File: src/rtl/pht_ctrl.sv
// Pattern history table controller: initialises a table of 2-bit saturating
// counters held in a dual-port SRAM, serves predictions on port 0 and
// read-modify-write updates on port 1.
module pht_ctrl #(
  parameter int unsigned ADDR_WIDTH = 4,
  parameter int unsigned DATA_WIDTH = 2,
  parameter logic [DATA_WIDTH-1:0] INIT_VAL = 2'b01
) (
  input  logic                  clk,
  input  logic                  rst,
  input  logic                  pred_valid,
  input  logic [ADDR_WIDTH-1:0] pred_idx,
  output logic                  pred_ready,
  output logic                  pred_resp_valid,
  output logic                  pred_taken,
  output logic [DATA_WIDTH-1:0] pred_ctr,
  input  logic                  upd_valid,
  input  logic [ADDR_WIDTH-1:0] upd_idx,
  input  logic                  upd_taken,
  output logic                  upd_ready,
  output logic                  init_done,
  output logic                  csb0,
  output logic                  web0,
  output logic [ADDR_WIDTH-1:0] addr0,
  output logic [DATA_WIDTH-1:0] din0,
  input  logic [DATA_WIDTH-1:0] dout0,
  output logic                  csb1,
  output logic                  web1,
  output logic [ADDR_WIDTH-1:0] addr1,
  output logic [DATA_WIDTH-1:0] din1,
  input  logic [DATA_WIDTH-1:0] dout1
);

  localparam logic [1:0] INIT   = 2'd0;
  localparam logic [1:0] IDLE   = 2'd1;
  localparam logic [1:0] UPD_WR = 2'd2;

  logic [1:0]            state_q, state_d;
  logic [ADDR_WIDTH-1:0] init_cnt_q, init_cnt_d;
  logic [ADDR_WIDTH-1:0] upd_idx_q, upd_idx_d;
  logic                  upd_taken_q, upd_taken_d;
  logic                  resp_pend_q, resp_pend_d;
  logic                  byp_q, byp_d;
  logic [DATA_WIDTH-1:0] byp_val_q, byp_val_d;

  logic                  table_ready;
  logic                  pred_acc;
  logic [DATA_WIDTH-1:0] new_ctr;

  assign table_ready = (state_q != INIT);
  assign pred_acc    = pred_valid & table_ready;

  // Saturating counter step applied to the value read back on port 1.
  always_comb begin
    new_ctr = dout1;
    if (upd_taken_q) begin
      if (dout1 != '1) new_ctr = dout1 + DATA_WIDTH'(1);
    end else begin
      if (dout1 != '0) new_ctr = dout1 - DATA_WIDTH'(1);
    end
  end

  // Next-state: FSM, init sweep, update latch and prediction response tracking.
  always_comb begin
    state_d     = state_q;
    init_cnt_d  = init_cnt_q;
    upd_idx_d   = upd_idx_q;
    upd_taken_d = upd_taken_q;
    case (state_q)
      INIT: begin
        init_cnt_d = init_cnt_q + ADDR_WIDTH'(1);
        if (init_cnt_q == '1) state_d = IDLE;
      end
      IDLE: begin
        if (upd_valid) begin
          upd_idx_d   = upd_idx;
          upd_taken_d = upd_taken;
          state_d     = UPD_WR;
        end
      end
      UPD_WR:  state_d = IDLE;
      default: state_d = INIT;
    endcase
    resp_pend_d = pred_acc;
    // The port-0 read issued alongside the write would return the stale value.
    byp_d       = pred_acc && (state_q == UPD_WR) && (pred_idx == upd_idx_q);
    byp_val_d   = new_ctr;
  end

  // Outputs: everything forced inactive while reset is held.
  always_comb begin
    csb0            = 1'b1;
    web0            = 1'b1;
    addr0           = '0;
    din0            = '0;
    csb1            = 1'b1;
    web1            = 1'b1;
    addr1           = '0;
    din1            = '0;
    pred_ready      = 1'b0;
    upd_ready       = 1'b0;
    pred_resp_valid = 1'b0;
    pred_ctr        = '0;
    init_done       = 1'b0;
    if (!rst) begin
      init_done  = table_ready;
      pred_ready = table_ready;
      upd_ready  = (state_q == IDLE);
      if (pred_acc) begin
        csb0  = 1'b0;
        addr0 = pred_idx;
      end
      case (state_q)
        INIT: begin
          csb1  = 1'b0;
          web1  = 1'b0;
          addr1 = init_cnt_q;
          din1  = INIT_VAL;
        end
        IDLE: begin
          if (upd_valid) begin
            csb1  = 1'b0;
            addr1 = upd_idx;
          end
        end
        UPD_WR: begin
          csb1  = 1'b0;
          web1  = 1'b0;
          addr1 = upd_idx_q;
          din1  = new_ctr;
        end
        default: ;
      endcase
      pred_resp_valid = resp_pend_q;
      if (resp_pend_q) pred_ctr = byp_q ? byp_val_q : dout0;
    end
    pred_taken = pred_ctr[DATA_WIDTH-1];
  end

  // State registers with asynchronous reset.
  always_ff @(posedge clk or posedge rst) begin
    if (rst) begin
      state_q     <= INIT;
      init_cnt_q  <= '0;
      upd_idx_q   <= '0;
      upd_taken_q <= 1'b0;
      resp_pend_q <= 1'b0;
      byp_q       <= 1'b0;
      byp_val_q   <= '0;
    end else begin
      state_q     <= state_d;
      init_cnt_q  <= init_cnt_d;
      upd_idx_q   <= upd_idx_d;
      upd_taken_q <= upd_taken_d;
      resp_pend_q <= resp_pend_d;
      byp_q       <= byp_d;
      byp_val_q   <= byp_val_d;
    end
  end

endmodule

File: config.mk
export PLATFORM = sky130hd
export DESIGN_NAME = pht_ctrl
export DESIGN_NICKNAME = d
export VERILOG_FILES = /design/src/rtl/pht_ctrl.sv
export SDC_FILE = /design/constraint.sdc
export NUM_CORES = 1
export LEC_CHECK = 0
export CELL_PAD_IN_SITES_DETAIL_PLACEMENT = 0
export CELL_PAD_IN_SITES_GLOBAL_PLACEMENT = 2
export CORE_AREA = 2 2 66 68
export CTS_BUF_LIST = sky130_fd_sc_hd__clkbuf_16
export DETAILED_ROUTE_END_ITERATION = 10
export DIE_AREA = 0 0 68 70
export PLACE_DENSITY_LB_ADDON = 0.1
export RECOVER_POWER = 100
export SYNTH_ARGS = -nofsm -noshare
export SYNTH_HDL_FRONTEND = slang
export SYNTH_SLANG_ARGS = --single-unit
File: constraint.sdc
create_clock -name clk -period 1.95 [get_ports clk]
set_clock_uncertainty 0.2 [all_clocks]
set_input_delay 0.2925 -clock clk [delete_from_list [all_inputs] [get_ports clk]]
set_output_delay 0.2925 -clock clk [all_outputs]
set_load 0.005 [all_outputs]
---- Yosys cells after proc, flatten, opt, wreduce, memory -nomap -nowiden ----
Cells that the tools add are included.
storage, ports and cells
  register bits after elaboration ......... 15
  bits in latches ......................... 0
  memory bits (writable) .................. 0
  ROM bits ................................ 0
  input port bits ......................... 17
  output and inout port bits .............. 23
  word-level logic and storage cells ...... 52
  memories kept ........................... 0
cells by class
  add/subtract/negate cells ............... 3
  $mul .................................... 0
  div/mod/pow operators ................... 0
  $lt $le $gt $ge ......................... 0
  equality and inequality tests ........... 7
  shifts and indexed selects .............. 0
  muxes and demuxes ....................... 26
  bitwise gates (word level) .............. 1
  reductions and logical operators ........ 8
operators by type and width
  kind                                                                    count
  2-bit 2-to-1 mux                                                        9
  4-bit 2-to-1 mux                                                        4
  4-bit one-hot mux with 3 select lines                                   1
  1-bit 2-to-1 mux                                                        9
  2-bit inequality test (second input constant)                           3
  2-bit one-hot mux with 3 select lines                                   1
  4-bit by 1-bit adder with 4-bit output (second input constant)          1
  4-bit equality test                                                     1
  4-bit equality test (second input constant)                             1
  2-bit one-hot mux with 2 select lines                                   1
  2-bit AND reduction                                                     2
  2-bit nonzero test                                                      2
  2-bit by 1-bit adder with 2-bit output (second input constant)          1
  2-bit by 1-bit equality test with 1-bit output (second input constant)  1
  2-bit equality test (second input constant)                             1
  1-bit logical AND                                                       2
  2-bit zero test                                                         1
  1-bit one-hot mux with 2 select lines                                   1
  2-bit OR reduction                                                      1
  2-bit by 1-bit subtractor with 2-bit output (second input constant)     1
  1-bit AND                                                               1

---- Logic depth before layout (Yosys ltp) ----
  word-level depth ........................ 5
  gate-level depth with buffers ........... 5
  gate-level depth less buffers ........... 3

---- Worst setup path after synthesis ----
Ideal clock, no wire load.
  path type ............................... input -> output
  from .................................... input rst
  to ...................................... output pred_ctr[1]
  data arrival time ....................... 1292 ps
  data required time ...................... 1457 ps
  slack ................................... 166 ps
  stages on the path ...................... 5
  path buffers ............................ 2
  cells stage by stage .................... buf_2 > inv_1 > nand2_1 > nor2_1 > buf_4
on the way
  word-level cells in the longest chain between the ends .. 1
RTL lines
  item                RTL line  source
  start: declaration  10        input logic rst,
  2-bit 2-to-1 mux    105       if (!rst) begin
  end: declaration    16        output logic [DATA_WIDTH-1:0] pred_ctr,
Every way passes these cells.

---- Worst setup path after layout ----
  from .................................... register upd_taken_q
  to ...................................... output din1[0]
on the way
  word-level cells in the longest chain between the ends .. 3
RTL lines
  item                                   RTL line  source
  start: declaration                     41        logic upd_taken_q, upd_taken_d;
  start signal: assignment               154       upd_taken_q <= upd_taken_d;
  2-bit 2-to-1 mux                       56        if (upd_taken_q) begin
  named net byp_val_d[0]                 44        logic [DATA_WIDTH-1:0] byp_val_q, byp_val_d;
  2-bit one-hot mux with 2 select lines  113       case (state_q)
  2-bit 2-to-1 mux                       105
  end: declaration                       30        output logic [DATA_WIDTH-1:0] din1,
The timed path passes the listed nets, and every way through them passes these cells.

==> summary.md <==
| Metric | Value |
|---|---|
| Gate power share | 51.9% |
| Multi-input logic area | 505.5 um^2 |
| WP depth | 3 |
| Detailed Routing Iterations Pass 1 | 4 |
| Relative slew slack | 66.06% |
| Delay-heaviest family, CP | flip-flops |
| Final Non-Filler Cells | 211 |
| Via/cell ratio | 4.137 |
| Share of power burned in registers | 28.1% |
| Largest net degree at the start of global routing | 10 |
| Detail Route Antenna Nets | 0 |
| Buf/Inv on CP | 1 |
| Synth unique cells | 32 |
| Cell taking the most area after synthesis | dfrtp_1 |
| CTS tree | built |
| Worst reg2reg path depth | 4 |
| Critical Path RT | 1.46 ns |
| Worst Max-Slew Pin Slew | 0.5090 ns |
| Post-Synthesis Cell Area | 933.4 um^2 |
| Clock-pin slew on the worst setup and hold paths | 0.05 ns |
| Power Dens Cells | 1224 nW/um^2 |
| Vias in the first global route | 877 |
| Critical-path top delay cell | dfrtp_1 |
| IO Pins | 40 |
| Most frequent cells in the layout | buf_4, clkdlybuf4s50_1, dfrtp_1 |
| Crit path largest cell delay | 0.40 ns |
| CTS buffer count | 3 |
| Hold_ws | 0.1219 ns |
| Fin nets | 178 |
| # setup viols final | 0 |
| Die area | 4760 um^2 |
| Chip Width | 68 um |
| Layout cells sized above 1 | 38.99% |
| Net Sw Frac | 34.74% |
| Worst min path class | in2async |
| Period utilization | 98.36% |
| Gr ovfl total | 0 |
| Average wire per standard cell | 12.53 um |
| Slew Limit Fails | 0 |
| CTS HTree Levels | 1 |
| Yosys warns | 0 |
| Leading post-synthesis cells by cell area | dfrtp_1, nand2_1, buf_4 |
| Yosys reg bits | 15 |
| Final Hold Violating Endpoints | 0 |
| Startpoint Class | register |
| Ant. Diodes | 0 |
| CORE AREA | 4144 um^2 |
| Peak VDD IR | 0.4631 mV |
| Routed WL | 2644 um |
| Placed cells | 198 |
| Critical path type | reg2out |
| Commonest non-fill, non-tap cell in the layout | buf_4 |
| Worst path cell trace | maj3_2 > o21ba_2 > dlygate4sd2_1 |
| CTS root buf | clkbuf_16 |
| Die height | 70 um |
| Max Clk Rate | 521.4 MHz |
| Max Cap Violations | 0 |
| Max clock buf depth | 2 |
| Initial Util | 22.52% |
| CTS sink count | 15 |
| Syn avg cell area | 9.623 um^2 |
| Register area | 377.9 um^2 |
| Initial antenna violation count | 0 |
| Int Pwr | 1.303 mW |
| Seq/Total Area, Yosys | 40.21% |
| Total track usage | 11.58% |
| Synth top area share | 40.21% |
| Leakage | 0.8140 nW |
| Status | finished, final reports clean |
| Critical Path Sink Type | output port |
| Vias post-DR | 873 |
| Minimum clock period | 1.918 ns |
| Synthesized instance count | 97 |
| Arrival time worst endpoint | 1.43 ns |
| Routability cong. | 0.7414 |
| Number of I/O port buffers | 36 |
| Starting DRT DRC Count | 26 |
| Clock share of power | 20.0% |
| Hold buffers post-CTS | 0 |
| DP Wirelength | 2048 um |
| Clk_lat worst skew | 0.24 ns |
| Peak fanout along the critical path | 3 |
| First-pass GRT wire length | 4167 um |
| Area delta synth->final | 74.80% |
| # rows | 24 |
| Net Switching | 0.6939 mW |
| Fill count | 432 |
| Drt drc | 0 |
## power by group through the flow
stage / clock [mW] / sequential, mW / combinational, mW
after floorplan: 0 / 0.527 / 0.539
after global placement: 0 / 0.570 / 0.915
after detailed placement: 0 / 0.573 / 0.925
after CTS: 0.409 / 0.560 / 1.00
after global routing: 0.429 / 0.580 / 1.14
final: 0.399 / 0.562 / 1.04
## tightest hold or removal path, delay by kind of cell
family   cells  cell delay (ns)
buf+inv      3             0.67
## path summary, 6_finish.rpt
path | from | to | slack (ns)
hold reg to reg | init_cnt_q[3]$_DFFE_PP0N_ | init_cnt_q[3]$_DFFE_PP0N_ | 0.31
max in group asynchronous | rst | state_q[0]$_DFFE_PP0P_ | 0.87
setup / recovery | upd_taken_q$_DFFE_PP0P_ | din1[0] | 0.03
min in group clk | dout1[0] | byp_val_q[1]$_DFF_PP0_ | 0.28
hold / removal | rst | upd_taken_q$_DFFE_PP0P_ | 0.12
setup reg to reg | state_q[0]$_DFFE_PP0P_ | init_cnt_q[1]$_DFFE_PP0N_ | 0.45
## synthesized netlist by cell type, drive strengths merged
master   n
inv      7
nor2b    2
nor2     5
conb     2
o21ai    5
and2     4
nand2   13
o21ba    1
nor3b    2
ha       1
mux2     2
a21oi    4
dfrtp   15
buf      9
nand4    1
xnor2    5
o22ai    1
a31oi    1
mux2i    2
xor2     2
nand3b   1
nand3    5
a221oi   4
maj3     2
nor4     1
## cells by family (layout without fill, tap and decap cells)
group / count (synthesis) / after routing / synth area share [%]
multiplexers: 4 / 4 / 4.959
adder cells (fa/ha/maj): 3 / 3 / 3.619
other: 2 / 3 / 0.8046
AO/OA/AOI/OAI: 16 / 16 / 10.99
buffers and inverters: 16 / 77 / 10.86
XOR/XNOR: 7 / 7 / 6.568
AND/OR/NAND/NOR: 34 / 34 / 21.98
flip-flops: 15 / 15 / 40.21
## metrics by stage
stage	setup TNS [ns]	setup WS, ns	power [mW]	util [%]	area (um^2)
after floorplan	0	0.1656	1.066	-	937.1
after global placement	-5.236	-0.4023	1.485	34.93	1448
after detailed placement	-5.391	-0.3776	1.498	34.93	1448
after CTS	-0.2892	-0.1480	1.973	38.68	1603
after global routing	-0.01225	-0.01225	2.147	39.37	1632
final	0	0.03194	1.997	39.37	1632
## state kept, by name, indices dropped and copies added, names as in the netlist
signal       flops
upd_taken_q      1
upd_idx_q        4
byp_val_q        2
init_cnt_q       4
resp_pend_q      1
state_q          2
byp_q            1
## cell type report
class | instances | share of cell area (%)
repair buffers | 66 | 35.20
multi-input cells | 67 | 30.98
flip-flops and latches | 15 | 23.16
clock buffers | 3 | 4.601
well taps | 52 | 3.988
inverters | 7 | 1.764
clock inverters | 1 | 0.3067
## metal layers
metal	up-vias	part of all wire, %	GRT usage (%)
met3	4	5.3	2.415
met5	-	0	0
li1	447	-	-
met1	401	47	15.79
met2	21	46	18.02
met4	0	1.2	3.778
## timing repair
item / 4_1_cts / 5_1_grt
setup endpoints to repair: 20 / 12
setup buffers: 9 / 1
pin swaps: 5 / 5
gates resized for setup: 46 / 19
Note: power is estimated with default switching activity, not from simulation.
